### src/rtl/debug_frame_rx.sv
`default_nettype none
// ============================================================================
// Module   : debug_frame_rx
// Brief    : Debug UART command-frame parser (sync hunt, checksum, handshake).
// Revision : 1.0
// ============================================================================
module debug_frame_rx #(
   parameter int         TIMEOUT_CYCLES = 100000,
   parameter logic [7:0] SYNC0          = 8'h5A,
   parameter logic [7:0] SYNC1          = 8'hA5
) (
   input  logic        clk,
   input  logic        sync_reset,
   input  logic        rx_enable,
   input  logic        rx_byte_valid,
   input  logic [7:0]  rx_byte,
   output logic        frame_valid,
   input  logic        frame_ready,
   output logic [7:0]  frame_cmd,
   output logic [31:0] frame_addr,
   output logic [31:0] frame_data,
   output logic        frame_error,
   output logic [1:0]  err_code
);

   localparam int            TW      = $clog2(TIMEOUT_CYCLES + 1);
   localparam logic [TW-1:0] TO_LAST = TW'(TIMEOUT_CYCLES - 1);
   localparam logic [TW-1:0] TO_MAX  = TW'(TIMEOUT_CYCLES);

   localparam logic [2:0] S_SYNC0 = 3'd0;
   localparam logic [2:0] S_SYNC1 = 3'd1;
   localparam logic [2:0] S_CMD   = 3'd2;
   localparam logic [2:0] S_ADDR  = 3'd3;
   localparam logic [2:0] S_DATA  = 3'd4;
   localparam logic [2:0] S_CSUM  = 3'd5;

   logic [2:0]    state_q, state_d;
   logic [1:0]    idx_q, idx_d;
   logic [TW-1:0] cnt_q, cnt_d;
   logic [7:0]    sum_q, sum_d;
   logic [7:0]    cmd_sh_q;
   logic [31:0]   addr_sh_q, data_sh_q;
   logic          valid_q, err_q;
   logic [1:0]    code_q;

   logic       w_byte, w_timeout, w_good, w_bad, w_load, w_overrun;
   logic [7:0] w_sum_final;

   assign w_byte      = rx_enable & rx_byte_valid;
   assign w_sum_final = sum_q + rx_byte;
   // A byte landing on the limit cycle wins over the timeout.
   assign w_timeout   = rx_enable & (state_q != S_SYNC0) & ~w_byte & (cnt_q == TO_LAST);

   always_ff @(posedge clk) begin
      if (sync_reset) begin
         state_q <= S_SYNC0;
         idx_q   <= 2'd0;
      end else begin
         state_q <= state_d;
         idx_q   <= idx_d;
      end
   end

   always_comb begin
      state_d = state_q;
      idx_d   = idx_q;
      if (!rx_enable) begin
         state_d = S_SYNC0;
         idx_d   = 2'd0;
      end else if (w_byte) begin
         case (state_q)
            S_SYNC0: if (rx_byte == SYNC0) state_d = S_SYNC1;
            S_SYNC1: begin
               if (rx_byte == SYNC1)      state_d = S_CMD;
               else if (rx_byte != SYNC0) state_d = S_SYNC0;
            end
            S_CMD: begin
               state_d = S_ADDR;
               idx_d   = 2'd0;
            end
            S_ADDR: begin
               idx_d = idx_q + 2'd1;
               if (idx_q == 2'd3) state_d = S_DATA;
            end
            S_DATA: begin
               idx_d = idx_q + 2'd1;
               if (idx_q == 2'd3) state_d = S_CSUM;
            end
            default: state_d = S_SYNC0;
         endcase
      end else if (w_timeout) begin
         state_d = S_SYNC0;
      end
   end

   always_comb begin
      w_good    = w_byte & (state_q == S_CSUM) & (w_sum_final == 8'h00);
      w_bad     = w_byte & (state_q == S_CSUM) & (w_sum_final != 8'h00);
      w_load    = w_good & (~valid_q | frame_ready);
      w_overrun = w_good & valid_q & ~frame_ready;

      sum_d = sum_q;
      if (w_byte) begin
         case (state_q)
            S_CMD:          sum_d = rx_byte;
            S_ADDR, S_DATA: sum_d = w_sum_final;
            S_CSUM:         sum_d = 8'h00;
            default:        sum_d = sum_q;
         endcase
      end

      cnt_d = cnt_q;
      if (!rx_enable || w_byte || w_timeout || state_q == S_SYNC0) cnt_d = '0;
      else if (cnt_q != TO_MAX)                                     cnt_d = cnt_q + 1'b1;
   end

   always_ff @(posedge clk) begin
      if (sync_reset) begin
         cnt_q      <= '0;
         sum_q      <= 8'h00;
         cmd_sh_q   <= 8'h00;
         addr_sh_q  <= 32'h0;
         data_sh_q  <= 32'h0;
         valid_q    <= 1'b0;
         frame_cmd  <= 8'h00;
         frame_addr <= 32'h0;
         frame_data <= 32'h0;
         err_q      <= 1'b0;
         code_q     <= 2'b00;
      end else begin
         cnt_q <= cnt_d;
         sum_q <= sum_d;
         if (w_byte && state_q == S_CMD)  cmd_sh_q  <= rx_byte;
         if (w_byte && state_q == S_ADDR) addr_sh_q <= {addr_sh_q[23:0], rx_byte};
         if (w_byte && state_q == S_DATA) data_sh_q <= {data_sh_q[23:0], rx_byte};
         if (w_load) begin
            valid_q    <= 1'b1;
            frame_cmd  <= cmd_sh_q;
            frame_addr <= addr_sh_q;
            frame_data <= data_sh_q;
         end else if (valid_q && frame_ready) begin
            valid_q <= 1'b0;
         end
         err_q <= w_bad | w_timeout | w_overrun;
         if (w_bad)          code_q <= 2'b01;
         else if (w_timeout) code_q <= 2'b10;
         else if (w_overrun) code_q <= 2'b11;
      end
   end

   assign frame_valid = valid_q;
   assign frame_error = err_q;
   assign err_code    = code_q;

endmodule
`default_nettype wire

### config.mk
export PLATFORM = sky130hd
export DESIGN_NAME = debug_frame_rx
export DESIGN_NICKNAME = d
export VERILOG_FILES = /design/src/rtl/debug_frame_rx.sv
export SDC_FILE = /design/constraint.sdc
export NUM_CORES = 1
export LEC_CHECK = 0
export CORE_MARGIN = 4
export CORE_UTILIZATION = 30
export DETAILED_ROUTE_END_ITERATION = 16
export SLEW_MARGIN = 20
export SYNTH_ARGS = -nofsm -noshare
export SYNTH_HDL_FRONTEND = slang
export SYNTH_SLANG_ARGS = --single-unit
### constraint.sdc
create_clock -name clk -period 3.55 [get_ports clk]
set_clock_uncertainty 0.1 [all_clocks]
set_input_delay 0.71 -clock clk [delete_from_list [all_inputs] [get_ports clk]]
set_output_delay 0.71 -clock clk [all_outputs]
set_load 0.05 [all_outputs]
; After elaboration in Yosys (flattened, before gate mapping)
; Index checks and enable logic that the tools add are counted.
[totals]
elab_cells = 89
inputBits = 13
ff_bits = 178
[op_classes]
n_reduce_logical = 25
muxes = 15
add_sub_neg = 3
bitwise_logic = 17
eq_ne = 15
[ops]
columns = operator, n
row1 = 8-bit one-hot mux with 3 select lines, 1
row2 = 3-bit 2-to-1 mux, 7
row3 = 17-bit by 1-bit adder with 17-bit output (second input constant), 1
row4 = 17-bit == test (second input constant), 1
row5 = 17-bit inequality test (second input constant), 1
row6 = 3-bit one-hot mux with 5 select lines, 1
row7 = 1-bit AND, 10
row8 = 3-bit inequality test (second input constant), 3
row9 = 3-bit nonzero test, 3
row10 = 8-bit adder, 1
row11 = 8-bit by 7-bit == test with 1-bit output (second input constant), 1
row12 = 8-bit == test (second input constant), 1
row13 = 8-bit zero test, 1
row14 = 8-bit by 7-bit inequality test with 1-bit output (second input constant), 1
row15 = 2-bit nonzero test, 4
row16 = 8-bit nonzero test, 1
row17 = 2-bit OR reduction, 4
row18 = 3-bit by 2-bit == test with 1-bit output (second input constant), 2
row19 = 3-bit == test (second input constant), 2
row20 = 5-bit AND reduction, 1
row21 = 1-bit logical AND, 4
row22 = 2-bit 2-to-1 mux, 2
row23 = 4-bit inequality test (second input constant), 1
row24 = 1-bit inverter, 4
row25 = other kinds (10), 17

; Longest topological paths before layout
; Gate-level depths: netlist (run 1).
[depth]
depth_word = 8
mapped_depth = 10

; Worst setup path before layout (run 1)
; OpenSTA, ideal clock, no wires.
[synth_timing]
kind = in2reg
start = input rx_byte[0]
end = register frame_addr[10]
t_required_ps = 3380
arrival_ps = 2874
path_stages = 9
setup_slack_ps = 506
path_buffers = 2
cell_sequence = ha_1 -> fa_1 -> a211oi_1 -> nor4b_1 -> a2111oi_4 -> clkbuf_1 -> buf_2 -> nand4_1 -> a21oi_1
[synth_via]
elab_chain_cells = 4
[synth_lines]
columns = element, line_no
row1 = "start, declared", 16  ; input logic [7:0] rx_byte,
row2 = 8-bit adder, 50  ; assign w_sum_final = sum_q + rx_byte;
row3 = 8-bit zero test, 97  ; w_good = w_byte & (state_q == S_CSUM) & (w_sum_final == 8'h00);
row4 = 1-bit AND, 97
row5 = 1-bit AND, 99  ; w_load = w_good & (~valid_q | frame_ready);
row6 = "end signal, assigned", 139  ; frame_addr <= addr_sh_q;
row7 = "end, declared", 20  ; output logic [31:0] frame_addr,
; No other way between the ends.
; A chain may end at the register's enable or synchronous reset.

; Worst setup path in the final report (run 1)
[layout_timing]
start = input rx_byte[1]
end = register frame_addr[7]
; Same word-level chain as after synthesis.

==> results of run 1 <==
==> cells by family after synthesis <==
logic type | after synthesis
AOI/OAI and AO/OA | 289
xor gates and xnor gates | 16
adders and majority gates | 11
buffers and inverters | 90
DFF | 178
muxes | 5
and+or+nand+nor | 336
==> worst max path at each step <==
stage	depth (start not counted)	from	to	slack, ps
after global routing	10	rx_byte[1]	frame_addr[7]	190
after global placement	10	rx_byte[1]	frame_addr[16]	10
after CTS	10	rx_byte[1]	frame_addr[7]	410
after detailed placement	10	rx_byte[1]	frame_addr[8]	-20
after floorplan	9	rx_byte[0]	frame_addr[10]	510
final	10	rx_byte[1]	frame_addr[7]	390
==> stage by stage <==
step                cells  cell area [um^2]  worst slack [ps]    util
finish               1327              9517             387.8  0.3879
global route         1327              9517             187.9  0.3879
CTS                  1327              9517             412.8  0.3879
detailed placement   1296              8917            -18.51  0.3635
global placement     1296              8914             14.25  0.3633
floorplan             925              7566             506.0       -
==> where the power goes <==
group          internal, mW  total, mW  leakage (nW)  switching, mW
Clock                  1.12       1.93         0.281          0.812
Combinational        0.0690      0.186          1.24          0.117
Sequential             2.00       2.00          1.43        0.00324
Total                  3.19       4.12          2.95          0.932
==> layout make-up <==
type | instances | area (um^2) | share of cell area
Clock buffer | 18 | 439.2 | 0.04615
Clock inverter | 13 | 160.2 | 0.01683
Inverter | 11 | 41.29 | 0.004339
Multi-Input combinational cell | 657 | 3618 | 0.3802
Sequential cell | 178 | 3563 | 0.3744
Tap cell | 324 | 405.4 | 0.04260
Timing Repair Buffer | 126 | 1289 | 0.1354
==> sequential cells by signal (all words and copies together), names as in the netlist <==
signal,count
data_sh_q,32
idx_q,2
addr_sh_q,32
frame_valid,1
cnt_q,17
frame_cmd,8
err_code,2
frame_data,32
frame_error,1
frame_addr,32
sum_q,8
cmd_sh_q,8
state_q,3
==> layout by cell type (no fill, tap or decap), types with 4 or more instances in the layout <==
cell type,netlist,layout
sky130_fd_sc_hd__o21ai_0,51,51
sky130_fd_sc_hd__clkinvlp_4,0,5
sky130_fd_sc_hd__clkbuf_16,0,17
sky130_fd_sc_hd__a211oi_1,5,5
sky130_fd_sc_hd__nand2_1,172,171
sky130_fd_sc_hd__clkdlybuf4s50_1,0,87
sky130_fd_sc_hd__dfxtp_1,178,178
sky130_fd_sc_hd__buf_4,0,29
sky130_fd_sc_hd__a21oi_1,164,164
sky130_fd_sc_hd__mux2i_1,5,5
sky130_fd_sc_hd__nand2b_1,7,7
sky130_fd_sc_hd__xnor2_1,7,7
sky130_fd_sc_hd__nor3_1,5,4
sky130_fd_sc_hd__inv_1,11,11
sky130_fd_sc_hd__ha_1,10,10
sky130_fd_sc_hd__xor2_1,9,9
sky130_fd_sc_hd__o21ai_1,40,39
sky130_fd_sc_hd__nand3_1,11,11
sky130_fd_sc_hd__nand4_1,75,75
sky130_fd_sc_hd__buf_12,0,10
sky130_fd_sc_hd__nor2_1,34,33
==> worst max-delay path, cell delays in order <==
cell,delay [ps]
sky130_fd_sc_hd__clkdlybuf4s50_1,470
sky130_fd_sc_hd__ha_1,330
sky130_fd_sc_hd__a211oi_2,340
sky130_fd_sc_hd__o21bai_1,190
sky130_fd_sc_hd__a2111oi_4,410
sky130_fd_sc_hd__buf_4,180
sky130_fd_sc_hd__o2111ai_4,160
sky130_fd_sc_hd__buf_12,230
sky130_fd_sc_hd__o21ai_0,200
sky130_fd_sc_hd__a21oi_1,80
==> routing by layer <==
metal / share of wire / wire length [um] / global-route usage / up-vias
li1: - / - / - / 3408
met1: 0.47 / 9589 / 0.1971 / 3254
met2: 0.48 / 9777 / 0.2408 / 158
met3: 0.045 / 935 / 0.03010 / 16
met4: 0.013 / 268 / 0.04625 / 0
met5: 0 / 0 / 0 / -
==> impl_metrics.json, run 1 <==
{
  "cp.arrival_ps": 3330,
  "grt_util_all_layers": 0.1475,
  "yosys-top-cells-area": "sky130_fd_sc_hd__dfxtp_1 (47%), sky130_fd_sc_hd__a21oi_1 (11%), sky130_fd_sc_hd__nand2_1 (8.5%)",
  "clock_transition_at_the_registers_of_the_reported_paths_ps": 70,
  "post-cts-setup-buffers": 0,
  "grt.overflow.total": 0,
  "layout_min_cycle_time_ps": 3162,
  "run_status": "complete, no violations",
  "final_nets": 1015,
  "synth_area_um2": 7566,
  "vdd_drop_max_mv": 0.2561,
  "cts_tree": "yes",
  "cp_max_fo": 42,
  "synth_top_family_by_area": "compound AO/OA/AOI/OAI gates",
  "postSynthRegisterBits": 178,
  "hold-path-cell-count": 2,
  "leakage_nw": 2.950,
  "synthesized_area_fraction_occupied_by_and_or_nand_nor_cells": 0.2133,
  "route.final.wire_length_um": 20570,
  "timing.final.crit_share": 0.8908,
  "number_of_cells_on_the_worst_reg_to_reg_path": 9,
  "dp_hpwl_um": 13510,
  "max_clock_freq_mhz": 316.2,
  "worstSetupEndpointType": "register",
  "synthMuxAreaShare": 0.006615,
  "total_power_mw": 4.122,
  "kind_of_start_point_of_the_critical_path": "primary input",
  "synth_fa_ha_area_frac": 0.01918,
  "clk_latency_ps": 430,
  "worst_r2r_startpoint": "sum_q[1]",
  "setup.worst_path.class": "primary input to register",
  "total_number_of_vias": 6836,
  "flow.area_growth_from_synthesis_pct": 25.78,
  "drt-vias-per-instance": 5.151,
  "die_area_um2": 27830,
  "layout.filler_cells": 2570,
  "clkSinkCount": 178,
  "worstPathRequired_ps": 3710,
  "worst_reg2reg_endpoint": "frame_addr[7]",
  "maxSlewViolCount": 0,
  "seq_area_frac_synth": 0.4710,
  "synth_most_common_cell": "sky130_fd_sc_hd__dfxtp_1",
  "report.final.setup_viol": 0,
  "synth_compound_gate_area_share": 0.2178,
  "initial_antenna_violation_count": 0,
  "io_buffers": 88,
  "clockRootBuffer": "sky130_fd_sc_hd__clkbuf_16",
  "first_global_vias": 6370,
  "final_hold_viol_count": 0,
  "initial_core_util": 0.3084,
  "setup.reg_to_reg.worst_slack_ps": 810,
  "synth_largest_area_cell": "sky130_fd_sc_hd__dfxtp_1",
  "post_synth_xor_area_fraction": 0.01852,
  "cts_htree_levels": 4,
  "grt_first_pass_wirelength_um": 33960,
  "final_antenna_net_count": 0,
  "wl_per_cell_um": 15.50,
  "ys.warnings.count": 0,
  "setup_tns_ps": 0,
  "boundaryPins": 89,
  "post_synth_most_frequent_cells": "sky130_fd_sc_hd__dfxtp_1 (178), sky130_fd_sc_hd__nand2_1 (172), sky130_fd_sc_hd__a21oi_1 (164)",
  "globalplace.congestion": 0.7846,
  "number_of_hold_buffers_added_after_cts": 0,
  "netlist.area_leader.share": 0.4710,
  "synth_enable_flop_cells": 0,
  "syn-num-nets": 949,
  "chipHeight_um": 166.8,
  "finalHoldWorstSlack_ps": 356.3,
  "dr.pass1.iters": 5,
  "grt_start_max_net_pins": 102,
  "die_width_um": 166.8,
  "max_cap_violations": 0,
  "cts_inserted_buffers": 17,
  "tightestPinTransition_ps": 1050,
  "num_rows": 57,
  "clk_path_buf_depth": 2,
  "rsz0062_at_grt": "no",
  "slew-limit-headroom": 0.3001,
  "drt_iter0_markers": 571,
  "predominant_post_synthesis_flop_cell": "sky130_fd_sc_hd__dfxtp_1",
  "core_footprint_um2": 24530,
  "postSynthAreaPerCell_um2": 8.179,
  "detail_route.drc_violations": 0,
  "layout-drive-gt1-share": 0.08873,
  "synth_cells": 925,
  "asyncSetResetFlopFracSynth": 0,
  "p_per_area_nw_per_um2": 433.1,
  "post_cts_resize_count": 0,
  "hold_path_startpoint": "data_sh_q[27]",
  "yosysUniqueCellTypes": 60,
  "insertedDiodeCount": 0,
  "whs_endpoint": "data_sh_q[27]",
  "worst_hold_path_type": "register to register"
}
No activity file was read; power rests on OpenSTA's default activity.
==> inputs of run 2 (changes only) <==
- ABC_AREA: not set -> 1
==> run 2 against run 1 <==
Global-route usage is essentially flat. Final area fell by 5.1%. Combinational power fell by 24%. Worst setup slack improved by 110 ps. Clock-buffer cell count grew 3. Die area fell by 3.2%. Total power is 0.66% lower. First-iteration DRC count fell by 14%. Utilization decreased by 0.77 points. Critical path type unchanged. Largest cell class is now registers.
==> impl_metrics.json, run 2 <==
{
  "post-cts-setup-buffers": 0,
  "mostFrequentLayoutCell": "sky130_fd_sc_hd__dfxtp_1",
  "cts_tree": "yes",
  "clk_latency_ps": 440,
  "post_synth_most_frequent_cells": "sky130_fd_sc_hd__dfxtp_1 (178), sky130_fd_sc_hd__nor2_1 (154), sky130_fd_sc_hd__nand2_1 (141)",
  "globalplace.congestion": 0.8631,
  "maxSlewViolCount": 0,
  "cts_htree_levels": 4,
  "internal_power_mw": 3.162,
  "io_buffers": 88,
  "kind_of_start_point_of_the_critical_path": "primary input",
  "layout_min_cycle_time_ps": 3052,
  "route.final.wire_length_um": 19600,
  "synth_enable_flop_cells": 0,
  "p_per_area_nw_per_um2": 453.4,
  "setup_tns_ps": 0,
  "grt_first_pass_wirelength_um": 32150,
  "initial_antenna_violation_count": 0,
  "p_switching_mw": 0.9318,
  "netlist.area_leader.share": 0.4874,
  "final_nets": 1044,
  "syn-num-nets": 981,
  "cell_at_the_slowest_stage_of_the_critical_path": "sky130_fd_sc_hd__fa_1",
  "die_width_um": 164.1,
  "clkPwrFrac": 0.474,
  "clk_path_buf_depth": 2,
  "cp.arrival_ps": 3330,
  "timing.final.crit_share": 0.8598,
  "postSynthAreaPerCell_um2": 7.639,
  "area_of_the_multi_input_gates_um2": 3189,
  "setup.worst_path.class": "primary input to register",
  "setup.reg_to_reg.worst_slack_ps": 910,
  "insertedDiodeCount": 0,
  "tightestPinTransition_ps": 831.4,
  "cp_max_fo": 28,
  "most-common-layout-cells": "sky130_fd_sc_hd__dfxtp_1 (178), sky130_fd_sc_hd__nor2_1 (152), sky130_fd_sc_hd__nand2_1 (141)",
  "vdd_drop_max_mv": 0.2363,
  "critical_path.top_delay_family": "simple AND/OR/NAND/NOR gates",
  "whs_endpoint": "frame_data[18]",
  "dr.pass1.iters": 5,
  "setup.worst_path.start": "rx_byte[0]",
  "layout.filler_cells": 2450,
  "total_number_of_vias": 6653,
  "synth_area_um2": 7311,
  "initial_core_util": 0.3078,
  "detail_route.drc_violations": 0,
  "cts_inserted_buffers": 17,
  "layout-drive-gt1-share": 0.06002,
  "number_of_cells_on_the_worst_reg_to_reg_path": 14,
  "wl_per_cell_um": 14.50,
  "clock_transition_at_the_registers_of_the_reported_paths_ps": 70,
  "hold_path_startpoint": "frame_data[18]",
  "slew-limit-headroom": 0.4457,
  "asyncSetResetFlopFracSynth": 0,
  "worst_hold_path_type": "register to register",
  "grt.overflow.total": 0,
  "hold-path-cell-count": 2,
  "flow.area_growth_from_synthesis_pct": 23.52,
  "timing.critical_path.cells": "clkdlybuf4s50_1 -> ha_1 -> fa_1 -> nor2_1 -> nor2_1 -> nor2_1 -> nand3_1 -> nor2_1 -> nand2_1 -> nor2_4 -> buf_4 -> nand3_1 -> o211ai_1 -> nand2_1 -> inv_1",
  "grt_util_all_layers": 0.1479,
  "seq_area_um2": 3563,
  "worst_r2r_startpoint": "sum_q[0]",
  "crit_top_cell": "sky130_fd_sc_hd__nor2_1",
  "total_power_mw": 4.094,
  "run_status": "complete, no violations",
  "post_cts_resize_count": 0,
  "boundaryPins": 89,
  "die_area_um2": 26930,
  "yosys-top-cells-area": "sky130_fd_sc_hd__dfxtp_1 (49%), sky130_fd_sc_hd__a21oi_1 (8.0%), sky130_fd_sc_hd__nor2_1 (7.9%)",
  "ys.warnings.count": 0,
  "report.final.setup_viol": 0,
  "worst_reg2reg_endpoint": "err_code[0]",
  "comb_power_frac": 0.035,
  "drt-vias-per-instance": 4.921,
  "postSynthRegisterBits": 178,
  "predominant_post_synthesis_flop_cell": "sky130_fd_sc_hd__dfxtp_1",
  "clkSinkCount": 178,
  "clockRootBuffer": "sky130_fd_sc_hd__clkbuf_16",
  "final_antenna_net_count": 0,
  "final_hold_viol_count": 0,
  "max_cap_violations": 0,
  "drt_iter0_markers": 492,
  "number_of_hold_buffers_added_after_cts": 0,
  "synth_most_common_cell": "sky130_fd_sc_hd__dfxtp_1",
  "pwr-share-seq": 0.491,
  "dp_hpwl_um": 12800,
  "seq_area_frac_synth": 0.4874,
  "worstSetupEndpointType": "register",
  "first_global_vias": 6151,
  "worst_path_largest_cell_delay_ps": 440,
  "timing.critical_path.buf_inv": 3,
  "yosysUniqueCellTypes": 35,
  "max_clock_freq_mhz": 327.6,
  "rsz0062_at_grt": "no",
  "chipHeight_um": 164.1,
  "synth_largest_area_cell": "sky130_fd_sc_hd__dfxtp_1",
  "synth_cells": 957,
  "grt_start_max_net_pins": 82,
  "netSwitchingFraction": 0.2276,
  "num_rows": 56,
  "leakage_nw": 3.493,
  "worstPathRequired_ps": 3820,
  "core_footprint_um2": 23750
}
## run 2: changes by cell type after synthesis, moves of 6 or more
cell                       before  now
sky130_fd_sc_hd__inv_1         11   58
sky130_fd_sc_hd__nor2_1        34  154
sky130_fd_sc_hd__o21ai_1       40    0
sky130_fd_sc_hd__o21ai_0       51   88
sky130_fd_sc_hd__xor2_1         9    2
sky130_fd_sc_hd__a21oi_1      164  117
sky130_fd_sc_hd__xnor2_1        7    1
sky130_fd_sc_hd__clkbuf_1      57   42
sky130_fd_sc_hd__nand2b_1       7    0
sky130_fd_sc_hd__nand2_1      172  141
sky130_fd_sc_hd__nand3_1       11   30
## run 2: cells by family after synthesis
logic type	synth area share
AO/OA/AOI/OAI	0.1535
XOR/XNOR	0.003595
adder cells (fa/ha/maj)	0.01985
buffers and inverters	0.07770
flip-flops	0.4874
AND/OR/NAND/NOR	0.2579
## run 2: layer usage
layer | vias to the layer above | routed length (um) | GRT usage
li1 | 3369 | - | -
met1 | 3131 | 9460 | 0.2058
met2 | 131 | 9072 | 0.2318
met3 | 22 | 829 | 0.03237
met4 | 0 | 235 | 0.04041
met5 | - | 0 | 0
## run 2: area by class of cell
cell class              instances  share of cell area
repair buffers                104              0.1145
flip-flops and latches        178              0.3946
multi-input cells             657              0.3532
clock buffers                  21             0.05210
well taps                     319             0.04420
inverters                      62             0.02577
clock inverters                11             0.01566
## run 2: worst register-to-register path, cell delays in order (launching register included)
cell and delay [ps]:
sky130_fd_sc_hd__dfxtp_1 320, sky130_fd_sc_hd__ha_1 220, sky130_fd_sc_hd__fa_1 440, sky130_fd_sc_hd__nor2_1 130, sky130_fd_sc_hd__nor2_1 70, sky130_fd_sc_hd__nor2_1 80
sky130_fd_sc_hd__nand3_1 80, sky130_fd_sc_hd__nor2_1 120, sky130_fd_sc_hd__nand2_1 110, sky130_fd_sc_hd__nor2_4 140, sky130_fd_sc_hd__buf_4 310, sky130_fd_sc_hd__nand3_1 180
sky130_fd_sc_hd__o211ai_1 120, sky130_fd_sc_hd__nand2_1 70, sky130_fd_sc_hd__inv_1 80
## run 2: worst max path at each step
stage / end / slack (ps) / cells past startpoint
floorplan: frame_addr[29] / 930 / 13
global placement: err_code[0] / 130 / 15
detailed placement: err_code[0] / 60 / 15
CTS: err_code[0] / 490 / 15
global route: err_code[0] / 270 / 15
finish: err_code[0] / 500 / 15
## run 2: through the flow
stage	setup slack [ps]	cells	cell area [um^2]	utilization	hold slack, ps
after global placement	132.2	1320	8418	0.3544	349.8
final	497.6	1352	9030	0.3802	362.1
after CTS	494.7	1352	9030	0.3802	365.6
after global routing	266.8	1352	9030	0.3802	375.7
after detailed placement	58.75	1320	8418	0.3544	354.6
after floorplan	928.7	957	7311	-	343.4
## run 2: power groups by stage
stage	clock (mW)	combinational (mW)	sequential, mW
after global routing	2.07	0.158	2.01
after CTS	1.99	0.141	2.01
after floorplan	0	0.0905	2.06
after global placement	0	0.140	2.06
final	1.94	0.142	2.01
after detailed placement	0	0.141	2.06
